<file path="src/rtl/pc_seq_if.sv">
// Command/status bundle between the nopCPU control unit and the program sequencer.
// valid/ready: none; every command is a one-cycle level sampled on each rising clk edge.
interface pc_seq_if #(
    parameter int AW    = 8,
    parameter int DEPTH = 4
);
    logic                         interrupt;
    logic                         freeze;
    logic                         jump;
    logic                         call;
    logic                         ret;
    logic                         reti;
    logic [AW-1:0]                jump_addr;
    logic [AW-1:0]                pc;
    logic                         irq_ack;
    logic                         in_isr;
    logic [$clog2(DEPTH+1)-1:0]   depth;
    logic                         ovf;
    logic                         unf;

    modport master (
        output interrupt, freeze, jump, call, ret, reti, jump_addr,
        input  pc, irq_ack, in_isr, depth, ovf, unf
    );

    modport slave (
        input  interrupt, freeze, jump, call, ret, reti, jump_addr,
        output pc, irq_ack, in_isr, depth, ovf, unf
    );
endinterface

</file>
<file path="src/rtl/pc_seq.sv">
// Program sequencer: PC with a circular hardware return stack (CALL/RET)
// and single-level vectored interrupt entry/RETI.
module pc_seq #(
    parameter int            AW        = 8,
    parameter int            DEPTH     = 4,
    parameter logic [AW-1:0] RESET_VEC = '0,
    parameter logic [AW-1:0] IRQ_VEC   = AW'('hF0)
) (
    input  logic     clk,
    input  logic     reset,
    pc_seq_if.slave  bus
);
    localparam int DW = $clog2(DEPTH + 1);
    localparam int PW = $clog2(DEPTH);

    logic [AW-1:0] r_pc;
    logic [PW-1:0] r_wp;
    logic [DW-1:0] r_depth;
    logic          r_in_isr;
    logic          r_irq_ack;
    logic          r_ovf;
    logic          r_unf;
    logic [AW-1:0] r_mem [DEPTH];

    logic          w_take_irq;
    logic          w_push;
    logic          w_pop;
    logic          w_clr_isr;
    logic [AW-1:0] w_push_val;
    logic [AW-1:0] w_next_pc;
    logic [AW-1:0] w_pc_inc;
    logic [PW-1:0] w_wp_inc;
    logic [PW-1:0] w_wp_dec;
    logic          w_full;
    logic          w_empty;

    assign w_pc_inc = r_pc + AW'(1);
    assign w_wp_inc = (r_wp == PW'(DEPTH - 1)) ? '0 : r_wp + PW'(1);
    assign w_wp_dec = (r_wp == '0) ? PW'(DEPTH - 1) : r_wp - PW'(1);
    assign w_full   = (r_depth == DW'(DEPTH));
    assign w_empty  = (r_depth == '0);

    // Priority chain: freeze > interrupt entry > jump > call > ret > reti > increment.
    always_comb begin
        w_take_irq = 1'b0;
        w_push     = 1'b0;
        w_pop      = 1'b0;
        w_clr_isr  = 1'b0;
        w_push_val = r_pc;
        w_next_pc  = w_pc_inc;
        if (bus.freeze) begin
            w_next_pc = r_pc;
        end else if (bus.interrupt && !r_in_isr) begin
            w_take_irq = 1'b1;
            w_push     = 1'b1;
            w_next_pc  = IRQ_VEC;
        end else if (bus.jump) begin
            w_next_pc = bus.jump_addr;
        end else if (bus.call) begin
            w_push     = 1'b1;
            w_push_val = w_pc_inc;
            w_next_pc  = bus.jump_addr;
        end else if (bus.ret) begin
            w_pop = 1'b1;
        end else if (bus.reti) begin
            w_pop     = 1'b1;
            w_clr_isr = 1'b1;
        end
        // An empty-stack pop falls through to the default increment.
        if (w_pop && !w_empty) begin
            w_next_pc = r_mem[w_wp_dec];
        end
    end

    always_ff @(posedge clk) begin
        if (reset) begin
            r_pc      <= RESET_VEC;
            r_wp      <= '0;
            r_depth   <= '0;
            r_in_isr  <= 1'b0;
            r_irq_ack <= 1'b0;
            r_ovf     <= 1'b0;
            r_unf     <= 1'b0;
        end else begin
            r_irq_ack <= w_take_irq;
            r_pc      <= w_next_pc;
            if (w_push) begin
                r_wp <= w_wp_inc;
                if (w_full) begin
                    r_ovf <= 1'b1;
                end else begin
                    r_depth <= r_depth + DW'(1);
                end
            end
            if (w_pop) begin
                if (w_empty) begin
                    r_unf <= 1'b1;
                end else begin
                    r_wp    <= w_wp_dec;
                    r_depth <= r_depth - DW'(1);
                end
            end
            if (w_take_irq) begin
                r_in_isr <= 1'b1;
            end else if (w_clr_isr) begin
                r_in_isr <= 1'b0;
            end
        end
    end

    // Stack storage is deliberately left out of reset; depth masks stale entries.
    always_ff @(posedge clk) begin
        if (!reset && w_push) begin
            r_mem[r_wp] <= w_push_val;
        end
    end

    assign bus.pc      = r_pc;
    assign bus.irq_ack = r_irq_ack;
    assign bus.in_isr  = r_in_isr;
    assign bus.depth   = r_depth;
    assign bus.ovf     = r_ovf;
    assign bus.unf     = r_unf;
endmodule

</file>
<file path="src/flat_wrapper.sv">
// flat-port wrapper written by rule: the top's interface ports become plain ports
module pc_seq_flat 
#(
    parameter int            AW        = 8,
    parameter int            DEPTH     = 4,
    parameter logic [AW-1:0] RESET_VEC = '0,
    parameter logic [AW-1:0] IRQ_VEC   = AW'('hF0)
)
  (clk, reset, bus_interrupt, bus_freeze, bus_jump, bus_call, bus_ret, bus_reti, bus_jump_addr, bus_pc, bus_irq_ack, bus_in_isr, bus_depth, bus_ovf, bus_unf);
  pc_seq_if #(.AW(AW), .DEPTH(DEPTH)) bus_i ();
  input  logic clk;
  input  logic reset;
  input wire logic [$bits(bus_i.interrupt)-1:0] bus_interrupt;
  input wire logic [$bits(bus_i.freeze)-1:0] bus_freeze;
  input wire logic [$bits(bus_i.jump)-1:0] bus_jump;
  input wire logic [$bits(bus_i.call)-1:0] bus_call;
  input wire logic [$bits(bus_i.ret)-1:0] bus_ret;
  input wire logic [$bits(bus_i.reti)-1:0] bus_reti;
  input wire logic [$bits(bus_i.jump_addr)-1:0] bus_jump_addr;
  output wire logic [$bits(bus_i.pc)-1:0] bus_pc;
  output wire logic [$bits(bus_i.irq_ack)-1:0] bus_irq_ack;
  output wire logic [$bits(bus_i.in_isr)-1:0] bus_in_isr;
  output wire logic [$bits(bus_i.depth)-1:0] bus_depth;
  output wire logic [$bits(bus_i.ovf)-1:0] bus_ovf;
  output wire logic [$bits(bus_i.unf)-1:0] bus_unf;
  assign bus_i.interrupt = bus_interrupt;
  assign bus_i.freeze = bus_freeze;
  assign bus_i.jump = bus_jump;
  assign bus_i.call = bus_call;
  assign bus_i.ret = bus_ret;
  assign bus_i.reti = bus_reti;
  assign bus_i.jump_addr = bus_jump_addr;
  assign bus_pc = bus_i.pc;
  assign bus_irq_ack = bus_i.irq_ack;
  assign bus_in_isr = bus_i.in_isr;
  assign bus_depth = bus_i.depth;
  assign bus_ovf = bus_i.ovf;
  assign bus_unf = bus_i.unf;
  pc_seq #(.AW(AW), .DEPTH(DEPTH), .RESET_VEC(RESET_VEC), .IRQ_VEC(IRQ_VEC)) u_core (.clk(clk), .reset(reset), .bus(bus_i));
endmodule
</file>
<file path="config.mk">
export PLATFORM = sky130hd
export DESIGN_NAME = pc_seq_flat
export DESIGN_NICKNAME = d
export VERILOG_FILES = /design/src/rtl/pc_seq_if.sv /design/src/rtl/pc_seq.sv /design/src/flat_wrapper.sv
export SDC_FILE = /design/constraint.sdc
export NUM_CORES = 1
export LEC_CHECK = 0
export ABC_CLOCK_PERIOD_IN_PS = 2400
export BUFFER_PORTS_ARGS = -buffer_cell sky130_fd_sc_hd__buf_4
export CORE_ASPECT_RATIO = 1.75
export CORE_MARGIN = 5
export CORE_UTILIZATION = 33
export CTS_CLUSTER_SIZE = 12
export DETAILED_ROUTE_END_ITERATION = 8
export GPL_TIMING_DRIVEN = 1
export PLACE_DENSITY_LB_ADDON = 0.3
export SKIP_CTS_REPAIR_TIMING = 1
export SLEW_MARGIN = 0
export SYNTH_ARGS = -nofsm -noshare
export SYNTH_HDL_FRONTEND = slang
export SYNTH_SLANG_ARGS = --single-unit
</file>
<file path="constraint.sdc">
create_clock -name clk -period 2.4 [get_ports clk]
set_input_delay 0.48 -clock clk [delete_from_list [all_inputs] [get_ports clk]]
set_output_delay 0.48 -clock clk [all_outputs]
set_load 0.02 [all_outputs]
</file>
==> qor.yml <==
logic_synthesis:
  yosysWarnings: 0
  synth-async-reset-ratio_pct: 0
  synthCells: 208
  ys_seq_elements: 49
  synth_cell_type_count: 47
  syn_area_um2: 2480
  postSynth.topFlopCell: "edfxtp_1"
  syn-num-nets: 232
  syn_area_per_cell_um2: 11.9
  synth_edf_count: 32
  seq_area_frac_synth_pct: 52.5
clock_network:
  cts_buffers: 5
  cts_buffer_depth: 2
  clk_latency_ps: 290
  clk_pin_slew_ps: 70
  cts_root_buf: "clkbuf_16"
  cts_tree: "yes"
  htree_levels: 2
  cts.sinks: 49
timing:
  drv_slew: 0
  finClkSkew_ps: 7.80
  clock.fmax_mhz: 480
  whs_ps: 452
  hold_viol: 0
  fin_crit_sh_pct: 86.8
  setup_violations: 0
  slew_headroom_pct: 62.8
  tightest_slew_ps: 557
  setup_tns_ps: 0
  rsz0062_at_grt: "false"
  finalCriticalPeriod_ps: 2080
min_path:
  min_from: "u_core.bus.unf"
  hold_depth: 2
  min_to: "u_core.bus.unf"
  hp-class: "reg2reg"
run:
  cap_violations: 0
setup_path:
  crit_slowest_cell: "mux4_2"
  regToRegStartpoint: "u_core.r_wp[0]"
  r2r_slack_ps: 320
  path_class: "reg2reg"
  path_cells: "inv_1 -> ha_1 -> nor2b_1 -> buf_4 -> mux4_2 -> a221oi_1 -> nor3_1"
  crit_path_start_kind: "flip-flop"
  worstPathArrival_ps: 2260
  worstReg2RegEnd: "u_core.bus.pc[0]"
  path_max_fanout: 8
  cpPeakStageDelay_ps: 520
  cp-end-kind: "flip-flop"
  r2r_cells: 7
  critPathRequiredTime_ps: 2570
global_route:
  grt_pass1_wl_mm: 8.80
  grt_antenna_before_repair: 0
  grt_max_degree: 18
  gr-total-overflow: 0
  grt_pass1_vias: 1748
  grt_use_total_pct: 12.4
routing:
  antenna_left: 0
  drt_wl_total_mm: 5.38
  drt-wirelength-per-cell_um: 16.5
  num_vias: 1749
  first_pass_iters: 4
  drtIter0Drc: 131
  remaining_drc_errors: 0
  avgViaCountPerCell: 5.35
placement:
  dp.cells: 319
  gp_congestion: 0.807
  place_hpwl_mm: 4.11
  port_buffers: 30
final_layout:
  mostFrequentLayoutCells: "38 x buf_4, 32 x edfxtp_1, 17 x dfxtp_1, 13 x o21ai_0, 11 x nand2_1"
  syn2layout_area_growth_pct: 19.5
  final_common_cell: "buf_4"
  drive_gt1_share_pct: 25.7
  final_nets: 264
  seqCellArea_um2: 1300
  antennaDiodeCount: 0
  final_cell_count_no_fill: 327
  fillers: 690
  multi_input_area_um2: 1090
status:
  status: "finished clean"
floorplanning:
  io_pins: 31
  die-area_um2: 9420
  die_h_um: 125
  dieWidth_um: 75.5
  fp-row-count: 41
  coreArea_um2: 7280
  start_util_pct: 34.0
pwr:
  p_leak_nw: 1.05
  max-vdd-ir-drop_mv: 0.250
  powerDensity_nw_per_um2: 703
==> sequential cells by signal (all words and copies together) (netlist names) <==
register and count:
u_core.r_mem 32, u_core.bus.pc 8, u_core.bus.depth 3, u_core.r_wp 2, u_core.bus.in_isr 1, u_core.bus.irq_ack 1, u_core.bus.ovf 1, u_core.bus.unf 1
==> worst max-delay path by stage <==
stage,from,end,cells after the start
after floorplan,u_core.bus.depth[0],u_core.r_wp[1],7
after detailed placement,u_core.r_wp[0],u_core.bus.pc[1],7
after global placement,bus_jump,u_core.r_mem[3][7],5
after CTS,u_core.r_wp[0],u_core.bus.pc[1],7
after global routing,u_core.r_wp[0],u_core.bus.pc[1],7
final,u_core.r_wp[0],u_core.bus.pc[0],7
==> layout make-up <==
type                            instances  area share [%]
Timing Repair Buffer                   38            9.62
Tap cell                               86            3.63
Clock inverter                          3           0.844
Inverter                                8            1.01
Multi-Input combinational cell        138            36.8
Sequential cell                        49            43.9
Clock buffer                            5            4.22
==> power by group <==
part	switching (W)	internal, W
Combinational	0.000216	0.000178
Sequential	0.0000402	0.000947
Clock	0.000312	0.000392
==> cells in the mapped netlist (2+ instances only) <==
cell type  instances  area [µm²]
o21ai_0           13        65.1
a221oi_2           2        30.0
xor2_1             2        17.5
a22oi_1            2        15.0
buf_2              2        10.0
nand2_1           11        41.3
and4_1             2        17.5
clkbuf_1           8        30.0
mux4_2             8         180
ha_1               8         100
and3_1             3        18.8
and2_1             4        25.0
or3_1              3        18.8
a21oi_1           10        50.1
nor4_1             2        12.5
dfxtp_1           17         340
inv_1              8        30.0
nand4_1            2        12.5
nand3_1            4        20.0
a211oi_1           3        22.5
xnor2_1            7        61.3
nor3_1             9        45.0
nand2b_1           3        18.8
nor2_1             9        33.8
edfxtp_1          32         961
mux2_2             2        22.5
buf_1              2        7.51
nor2b_1            3        18.8
a221oi_1           7        61.3
nor4b_1            3        26.3
==> metal layers <==
metal	vias up	wire length (µm)	global-route usage, %
li1	864	-	-
met5	-	0	0
met2	35	2900	20.8
met4	0	155	6.69
met1	839	2080	13.9
met3	11	249	2.50
==> worst max-delay path, delay by kind of cell, from the launching register on <==
kind	cells	cell delay (ps)
adders and majority gates	1	230
muxes	1	520
and+or+nand+nor	2	190
buffers and inverters	2	310
AOI/OAI and AO/OA	1	310
DFF	1	410
==> logic make-up (layout without fill, tap and decap cells) <==
family	after synthesis	after routing	share of synthesized area, %
AND/OR/NAND/NOR	65	65	15.6
flip-flops	49	49	52.5
AO/OA/AOI/OAI	45	45	12.6
buffers and inverters	21	54	3.58
multiplexers	11	11	8.58
XOR/XNOR	9	9	3.18
adder cells (fa/ha/maj)	8	8	4.04
==> through the flow <==
step / worst slack, ps / utilization (%) / cell area, µm² / power [W]
CTS: 283 / 40.7 / 2960 / 0.00211
finish: 316 / 40.7 / 2960 / 0.00208
detailed placement: 289 / 38.6 / 2810 / 0.00140
global placement: 311 / 38.6 / 2810 / 0.00140
floorplan: 375 / - / 2480 / 0.00127
global route: 99.1 / 40.7 / 2960 / 0.00219
(Power assumes the default switching activity.)
